$ cat src/rtl/alu_cmd_scheduler_if.sv
// Host command, ALU issue/return and result signals of alu_cmd_scheduler.
// slave: the scheduler's view. master: the host-plus-ALU environment's view.
interface alu_cmd_scheduler_if #(
    parameter int INST_W = 4,
    parameter int DATA_W = 16
);
    logic              i_cmd_valid;
    logic              o_cmd_ready;
    logic [INST_W-1:0] i_cmd_inst;
    logic [DATA_W-1:0] i_cmd_a;
    logic [DATA_W-1:0] i_cmd_b;

    logic              o_alu_valid;
    logic [INST_W-1:0] o_alu_inst;
    logic [DATA_W-1:0] o_alu_a;
    logic [DATA_W-1:0] o_alu_b;
    logic              i_alu_busy;
    logic              i_alu_out_valid;
    logic [DATA_W-1:0] i_alu_data;

    logic              o_res_valid;
    logic              i_res_ready;
    logic [DATA_W-1:0] o_res_data;
    logic [INST_W-1:0] o_res_inst;
    logic              o_res_err;

    modport slave (
        input  i_cmd_valid, i_cmd_inst, i_cmd_a, i_cmd_b,
        output o_cmd_ready,
        output o_alu_valid, o_alu_inst, o_alu_a, o_alu_b,
        input  i_alu_busy, i_alu_out_valid, i_alu_data,
        output o_res_valid, o_res_data, o_res_inst, o_res_err,
        input  i_res_ready
    );

    modport master (
        output i_cmd_valid, i_cmd_inst, i_cmd_a, i_cmd_b,
        input  o_cmd_ready,
        input  o_alu_valid, o_alu_inst, o_alu_a, o_alu_b,
        output i_alu_busy, i_alu_out_valid, i_alu_data,
        input  o_res_valid, o_res_data, o_res_inst, o_res_err,
        output i_res_ready
    );
endinterface

$ cat src/rtl/alu_cmd_scheduler.sv
// Command FIFO feeding a single-outstanding ALU through IDLE/ISSUE/WAIT/HOLD.
// Define ALU_SCHED_TIMEOUT_EN to abort a WAIT after 15 cycles with o_res_err=1.
module alu_cmd_scheduler #(
    parameter int INST_W = 4,
    parameter int DATA_W = 16,
    parameter int DEPTH  = 4
) (
    input  logic               i_clk,
    input  logic               i_rst_n,
    alu_cmd_scheduler_if.slave bus
);
    localparam int AW = $clog2(DEPTH);

    typedef enum logic [1:0] {
        S_IDLE,
        S_ISSUE,
        S_WAIT,
        S_HOLD
    } state_e;

    typedef struct packed {
        logic [INST_W-1:0] inst;
        logic [DATA_W-1:0] a;
        logic [DATA_W-1:0] b;
    } cmd_t;

    cmd_t        mem [DEPTH];
    logic [AW:0] wr_ptr;
    logic [AW:0] rd_ptr;
    logic        full;
    logic        empty;
    logic        push;
    logic        pop;

    state_e      state;
    state_e      state_nxt;
    logic        load_res;
    logic        tmo_hit;
    cmd_t        issue_q;

    logic [DATA_W-1:0] res_data;
    logic [INST_W-1:0] res_inst;

    // The extra pointer MSB separates "wrapped once" (full) from "caught up" (empty).
    assign empty = (wr_ptr == rd_ptr);
    assign full  = (wr_ptr[AW] != rd_ptr[AW]) && (wr_ptr[AW-1:0] == rd_ptr[AW-1:0]);

    assign bus.o_cmd_ready = i_rst_n && !full;
    assign push            = bus.i_cmd_valid && bus.o_cmd_ready;

    // NOTE: the storage array is deliberately not reset; the pointers alone decide
    // which entries are live, so clearing the data would only cost reset fan-out.
    always_ff @(posedge i_clk) begin
        if (push) begin
            mem[wr_ptr[AW-1:0]] <= '{inst: bus.i_cmd_inst, a: bus.i_cmd_a, b: bus.i_cmd_b};
        end
    end

    // NOTE: state is updated with non-blocking assignments so every flop samples
    // the pre-edge value of every other flop, independent of process order.
    always_ff @(posedge i_clk or negedge i_rst_n) begin
        if (!i_rst_n) begin
            wr_ptr <= '0;
            rd_ptr <= '0;
        end else begin
            if (push) wr_ptr <= wr_ptr + (AW+1)'(1);
            if (pop)  rd_ptr <= rd_ptr + (AW+1)'(1);
        end
    end

`ifdef ALU_SCHED_TIMEOUT_EN
    logic [3:0] tmo_cnt;

    // Counts WAIT cycles from 0; reaching 14 means this is the 15th silent cycle.
    always_ff @(posedge i_clk or negedge i_rst_n) begin
        if (!i_rst_n) begin
            tmo_cnt <= '0;
        end else if (state != S_WAIT) begin
            tmo_cnt <= '0;
        end else begin
            tmo_cnt <= tmo_cnt + 4'd1;
        end
    end

    assign tmo_hit = (state == S_WAIT) && !bus.i_alu_out_valid && (tmo_cnt == 4'd14);
`else
    assign tmo_hit = 1'b0;
`endif

    always_ff @(posedge i_clk or negedge i_rst_n) begin
        if (!i_rst_n) begin
            state <= S_IDLE;
        end else begin
            state <= state_nxt;
        end
    end

    // NOTE: every output of this block gets a default first, so no path through
    // the case statement can leave a signal unassigned and infer a latch.
    always_comb begin
        state_nxt = state;
        pop       = 1'b0;
        load_res  = 1'b0;
        case (state)
            S_IDLE: begin
                if (!empty && !bus.i_alu_busy) begin
                    pop       = 1'b1;
                    state_nxt = S_ISSUE;
                end
            end
            S_ISSUE: state_nxt = S_WAIT;
            S_WAIT: begin
                if (bus.i_alu_out_valid || tmo_hit) begin
                    load_res  = 1'b1;
                    state_nxt = S_HOLD;
                end
            end
            S_HOLD: begin
                if (bus.i_res_ready) state_nxt = S_IDLE;
            end
            default: state_nxt = S_IDLE;
        endcase
    end

    // The issue register keeps driving the last command's fields outside ISSUE.
    always_ff @(posedge i_clk or negedge i_rst_n) begin
        if (!i_rst_n) begin
            issue_q <= '0;
        end else if (pop) begin
            issue_q <= mem[rd_ptr[AW-1:0]];
        end
    end

    always_ff @(posedge i_clk or negedge i_rst_n) begin
        if (!i_rst_n) begin
            res_data <= '0;
            res_inst <= '0;
        end else if (load_res) begin
            res_data <= tmo_hit ? '0 : bus.i_alu_data;
            res_inst <= issue_q.inst;
        end
    end

`ifdef ALU_SCHED_TIMEOUT_EN
    logic res_err;

    always_ff @(posedge i_clk or negedge i_rst_n) begin
        if (!i_rst_n) begin
            res_err <= 1'b0;
        end else if (load_res) begin
            res_err <= tmo_hit;
        end
    end

    assign bus.o_res_err = res_err;
`else
    assign bus.o_res_err = 1'b0;
`endif

    assign bus.o_alu_valid = (state == S_ISSUE);
    assign bus.o_alu_inst  = issue_q.inst;
    assign bus.o_alu_a     = issue_q.a;
    assign bus.o_alu_b     = issue_q.b;

    assign bus.o_res_valid = (state == S_HOLD);
    assign bus.o_res_data  = res_data;
    assign bus.o_res_inst  = res_inst;

    a_alu_valid_pulse: assert property (@(posedge i_clk) disable iff (!i_rst_n)
        bus.o_alu_valid |=> !bus.o_alu_valid);

    a_res_held: assert property (@(posedge i_clk) disable iff (!i_rst_n)
        (bus.o_res_valid && !bus.i_res_ready) |=>
            (bus.o_res_valid && $stable(bus.o_res_data) && $stable(bus.o_res_inst)));
endmodule

$ cat src/flat_wrapper.sv
// flat-port wrapper written by rule: the top's interface ports become plain ports
module alu_cmd_scheduler_flat 
#(
    parameter int INST_W = 4,
    parameter int DATA_W = 16,
    parameter int DEPTH  = 4
)
  (i_clk, i_rst_n, bus_i_cmd_valid, bus_i_cmd_inst, bus_i_cmd_a, bus_i_cmd_b, bus_o_cmd_ready, bus_o_alu_valid, bus_o_alu_inst, bus_o_alu_a, bus_o_alu_b, bus_i_alu_busy, bus_i_alu_out_valid, bus_i_alu_data, bus_o_res_valid, bus_o_res_data, bus_o_res_inst, bus_o_res_err, bus_i_res_ready);
  alu_cmd_scheduler_if #(.INST_W(INST_W), .DATA_W(DATA_W)) bus_i ();
  input  logic i_clk;
  input  logic i_rst_n;
  input wire logic [$bits(bus_i.i_cmd_valid)-1:0] bus_i_cmd_valid;
  input wire logic [$bits(bus_i.i_cmd_inst)-1:0] bus_i_cmd_inst;
  input wire logic [$bits(bus_i.i_cmd_a)-1:0] bus_i_cmd_a;
  input wire logic [$bits(bus_i.i_cmd_b)-1:0] bus_i_cmd_b;
  output wire logic [$bits(bus_i.o_cmd_ready)-1:0] bus_o_cmd_ready;
  output wire logic [$bits(bus_i.o_alu_valid)-1:0] bus_o_alu_valid;
  output wire logic [$bits(bus_i.o_alu_inst)-1:0] bus_o_alu_inst;
  output wire logic [$bits(bus_i.o_alu_a)-1:0] bus_o_alu_a;
  output wire logic [$bits(bus_i.o_alu_b)-1:0] bus_o_alu_b;
  input wire logic [$bits(bus_i.i_alu_busy)-1:0] bus_i_alu_busy;
  input wire logic [$bits(bus_i.i_alu_out_valid)-1:0] bus_i_alu_out_valid;
  input wire logic [$bits(bus_i.i_alu_data)-1:0] bus_i_alu_data;
  output wire logic [$bits(bus_i.o_res_valid)-1:0] bus_o_res_valid;
  output wire logic [$bits(bus_i.o_res_data)-1:0] bus_o_res_data;
  output wire logic [$bits(bus_i.o_res_inst)-1:0] bus_o_res_inst;
  output wire logic [$bits(bus_i.o_res_err)-1:0] bus_o_res_err;
  input wire logic [$bits(bus_i.i_res_ready)-1:0] bus_i_res_ready;
  assign bus_i.i_cmd_valid = bus_i_cmd_valid;
  assign bus_i.i_cmd_inst = bus_i_cmd_inst;
  assign bus_i.i_cmd_a = bus_i_cmd_a;
  assign bus_i.i_cmd_b = bus_i_cmd_b;
  assign bus_o_cmd_ready = bus_i.o_cmd_ready;
  assign bus_o_alu_valid = bus_i.o_alu_valid;
  assign bus_o_alu_inst = bus_i.o_alu_inst;
  assign bus_o_alu_a = bus_i.o_alu_a;
  assign bus_o_alu_b = bus_i.o_alu_b;
  assign bus_i.i_alu_busy = bus_i_alu_busy;
  assign bus_i.i_alu_out_valid = bus_i_alu_out_valid;
  assign bus_i.i_alu_data = bus_i_alu_data;
  assign bus_o_res_valid = bus_i.o_res_valid;
  assign bus_o_res_data = bus_i.o_res_data;
  assign bus_o_res_inst = bus_i.o_res_inst;
  assign bus_o_res_err = bus_i.o_res_err;
  assign bus_i.i_res_ready = bus_i_res_ready;
  alu_cmd_scheduler #(.INST_W(INST_W), .DATA_W(DATA_W), .DEPTH(DEPTH)) u_core (.i_clk(i_clk), .i_rst_n(i_rst_n), .bus(bus_i));
endmodule
$ cat config.mk
export PLATFORM = sky130hd
export DESIGN_NAME = alu_cmd_scheduler_flat
export DESIGN_NICKNAME = d
export VERILOG_FILES = /design/src/rtl/alu_cmd_scheduler_if.sv /design/src/rtl/alu_cmd_scheduler.sv /design/src/flat_wrapper.sv
export SDC_FILE = /design/constraint.sdc
export NUM_CORES = 1
export LEC_CHECK = 0
export CORE_ASPECT_RATIO = 0.6
export CORE_UTILIZATION = 45
export DETAILED_ROUTE_END_ITERATION = 8
export GPL_TIMING_DRIVEN = 0
export PLACE_DENSITY = 0.71
export SLEW_MARGIN = 5
export SYNTH_ARGS = -nofsm -noshare
export SYNTH_HDL_FRONTEND = slang
export SYNTH_SLANG_ARGS = --single-unit
$ cat constraint.sdc
create_clock -name i_clk -period 2.45 [get_ports i_clk]
set_input_delay 0.3675 -clock i_clk [delete_from_list [all_inputs] [get_ports i_clk]]
set_output_delay 0.3675 -clock i_clk [all_outputs]
set_load 0.1 [all_outputs]
==> flow_summary.rst <==
.. list-table::
   :header-rows: 1

   * - Metric
     - Value
   * - Run status
     - completed
   * - Vias in the first global route
     - 4086
   * - Number of clock sinks
     - 208
   * - Total of flip-flops plus latches after synthesis
     - 208
   * - Deepest clock path buffer count
     - 3
   * - YS warnings
     - 0
   * - Horiz. Die Dim
     - 172 µm
   * - Worst setup startpoint
     - u_core.bus.o_alu_b[11]$_DFFE_PN0P_
   * - Measured slew at the worst slew-check pin
     - 1.03 ns
   * - Number of placement rows
     - 36
   * - Number of DRC markers after the initial detailed-route iteration
     - 288
   * - Half-perimeter wire length of the detailed placement result
     - 9370 µm
   * - Drt wl/cell
     - 19.8 µm
   * - Layer with the highest usage after global routing
     - met2
   * - Largest net degree at the start of global routing
     - 62
   * - # DRC
     - 0
   * - Chip Height
     - 104 µm
   * - Number of iterations in the first detailed-routing pass
     - 4
   * - Count of cell types in the netlist
     - 25
   * - Worst-path cell chain
     - clkdlybuf4s50_1
   * - Starting density of the core
     - 0.472
   * - Final hold violation count
     - 0
   * - Number of nets with antenna violations after routing
     - 0
   * - CP max stage delay
     - 1.16 ns
   * - Hold slack final
     - 0.245 ns
   * - Aggregate routed wire length
     - 14700 µm
   * - MaxCap Viol Count
     - 0
   * - All-Layer GR Usage
     - 0.170
   * - Clock-pin slew on the worst setup and hold paths
     - 0.06 ns
   * - Number of vias after detailed routing
     - 3813
   * - Post-route fraction of the period consumed by the critical path
     - 0.981
   * - Tmin final
     - 2.40 ns
   * - Die area
     - 18000 µm²
   * - Area growth, synth to finish
     - 27.8%
   * - Synth Cell Area
     - 7850 µm²
   * - Clock insertion delay at the later pin of the skew report
     - 0.47 ns
   * - Endpoint class of the critical path
     - output pin
   * - Worst endpoint data arrival time
     - 2.04 ns
   * - Clock Root Buffer
     - sky130_fd_sc_hd__clkbuf_16
   * - Count of port buffers added during placement
     - 116
   * - Number of buffers and inverters on the critical path
     - 1
   * - Worst r2r dst
     - u_core.mem[3][25]$_DFFE_PP_
   * - Synthesized area divided by synthesized cell count
     - 21.8 µm²
   * - Remaining global-route overflow
     - 0
   * - Path depth of the worst reg2reg path
     - 5
   * - Setup CP Type
     - flip-flop to output pin
   * - CP Max Fanout
     - 2
   * - Setup Viol. Count Final
     - 0
   * - Via/cell ratio
     - 5.13
   * - Top achievable clock speed
     - 416 MHz
   * - Gate count after technology mapping
     - 360
   * - Worst reg2reg path startpoint
     - u_core.rd_ptr[0]$_DFFE_PN0P_
   * - Post-layout nets
     - 571
   * - Setup repair after global routing missed its margin
     - false
   * - Remaining max-slew budget at the tightest pin
     - 0.308
   * - Fillers
     - 1188
   * - Category of cells accounting for the largest share of critical-path delay
     - buffers and inverters
   * - Critical Path RT
     - 2.08 ns
   * - Sequential fraction of the synthesis area
     - 0.755
   * - Met1 Use GR
     - 0.238
   * - Final GP Congestion
     - 0.719
   * - Category of the worst setup path launch point
     - flip-flop
   * - H-tree level count
     - 1
   * - Global-route met3 utilization
     - 0.0392
   * - R2R setup slack
     - 0.24 ns
   * - Inserted Clock Buffers
     - 19
   * - Number of antenna violations at the first check in global routing
     - 0
   * - Worst clock skew
     - 0.0112 ns
   * - Final max-slew violation count
     - 0
   * - TritonCTS clock tree
     - built
   * - Cell with the largest stage delay on the worst path
     - sky130_fd_sc_hd__clkdlybuf4s50_1
   * - Diode count
     - 0
   * - Worst Hold Class
     - input pin to asynchronous set/reset pin
   * - First-pass GRT wire length
     - 22700 µm
   * - CORE AREA
     - 16600 µm²
   * - Ports placed on the boundary
     - 118
   * - GRT met2 Usage
     - 0.274
   * - Share of layout cells above drive strength 1
     - 0.273
   * - Net count of the mapped netlist
     - 427
[how the worst max path moves through the flow]
stage,slack [ns],depth (start not counted),endpoint
final,0.05,1,bus_o_alu_b[11]
after global routing,0.01,1,bus_o_alu_b[11]
after CTS,0.008,4,bus_o_cmd_ready
after detailed placement,-0.23,5,bus_o_cmd_ready
after global placement,-3.44,4,u_core.mem[3][10]$_DFFE_PP_
after floorplan,-0.008,4,u_core.mem[3][0]$_DFFE_PP_
[synth_stat cells (all sizes together)]
master / n / share of area
a21oi: 1 / 0.00064
a221o: 1 / 0.0013
a31oi: 2 / 0.0016
and2: 4 / 0.0032
buf: 13 / 0.011
clkbuf: 2 / 0.00096
conb: 1 / 0.00048
dfrtp: 64 / 0.20
edfxtp: 144 / 0.55
ha: 9 / 0.014
inv: 7 / 0.0033
mux2: 58 / 0.088
mux4: 36 / 0.10
nand2: 4 / 0.0019
nor2b: 1 / 0.00080
nor3: 1 / 0.00064
o21ai: 1 / 0.00064
o311a: 1 / 0.0013
o32a: 1 / 0.0013
xnor2: 4 / 0.0045
xor2: 5 / 0.0056
[logic make-up (layout without fill, tap and decap cells)]
kind of cell / after synthesis / after routing / synth area share
flops: 208 / 208 / 0.755
mux: 94 / 94 / 0.191
other cells: 1 / 1 / 0.000478
buf+inv: 22 / 178 / 0.0153
fa+ha+maj: 9 / 9 / 0.0144
simple gates: 10 / 10 / 0.00654
xor+xnor: 9 / 9 / 0.0100
compound gates: 7 / 7 / 0.00670
[placed cells by master, fill, tap and decap left out, types with 3 or more instances in the layout]
cell type,n
sky130_fd_sc_hd__edfxtp_1,144
sky130_fd_sc_hd__xnor2_1,4
sky130_fd_sc_hd__ha_1,9
sky130_fd_sc_hd__clkbuf_1,8
sky130_fd_sc_hd__buf_4,3
sky130_fd_sc_hd__dfrtp_1,64
sky130_fd_sc_hd__buf_6,3
sky130_fd_sc_hd__buf_2,7
sky130_fd_sc_hd__nand2_1,4
sky130_fd_sc_hd__inv_1,7
sky130_fd_sc_hd__xor2_1,5
sky130_fd_sc_hd__dlygate4sd2_1,3
sky130_fd_sc_hd__clkbuf_16,19
sky130_fd_sc_hd__clkinv_1,5
sky130_fd_sc_hd__mux2_4,10
sky130_fd_sc_hd__clkdlybuf4s50_1,111
sky130_fd_sc_hd__mux4_2,36
sky130_fd_sc_hd__buf_16,4
sky130_fd_sc_hd__mux2_2,48
[timing repair]
item,in CTS,in global routing
hold buffers,2,0
resized for setup,7,4
setup endpoints to repair,18,71
hold endpoints to repair,64,0
setup buffers,0,0
[layout make-up]
type,count,area [µm²],area share
Buffer,15,93.8,0.00936
Multi-Input combinational cell,130,1820,0.182
Inverter,7,26.3,0.00262
Tap cell,228,285,0.0285
Clock inverter,7,53.8,0.00537
Clock buffer,26,512,0.0510
Sequential cell,208,5930,0.591
Timing Repair Buffer,123,1310,0.131
[metal layers]
metal / share of wire / up-vias
met2: 0.48 / 130
met4: 0.013 / 0
met3: 0.064 / 20
met5: 0 / -
met1: 0.45 / 1954
li1: - / 1709
[flip-flops by register name, indices dropped and copies added (netlist names), 3 cells and up]
register / flops
u_core.rd_ptr: 3
u_core.bus.o_res_data: 16
u_core.bus.o_alu_a: 16
u_core.bus.o_alu_b: 16
u_core.wr_ptr: 3
u_core.mem: 144
u_core.bus.o_alu_inst: 4
u_core.bus.o_res_inst: 4
[stage by stage]
stage | setup TNS, ns | utilization | std cells | setup slack (ns) | instance area, µm²
after floorplan | -0.300 | - | 360 | -0.00832 | 7850
after global placement | -587.81 | 0.559 | 704 | -3.44 | 9300
after detailed placement | -6.05 | 0.567 | 709 | -0.227 | 9420
after CTS | 0 | 0.603 | 744 | 0.00848 | 10000
after global routing | 0 | 0.603 | 744 | 0.0123 | 10000
final | 0 | 0.603 | 744 | 0.0471 | 10000
Power is not shown: default switching activity piles up to over one toggle a cycle in this logic, so the estimate is an artifact.
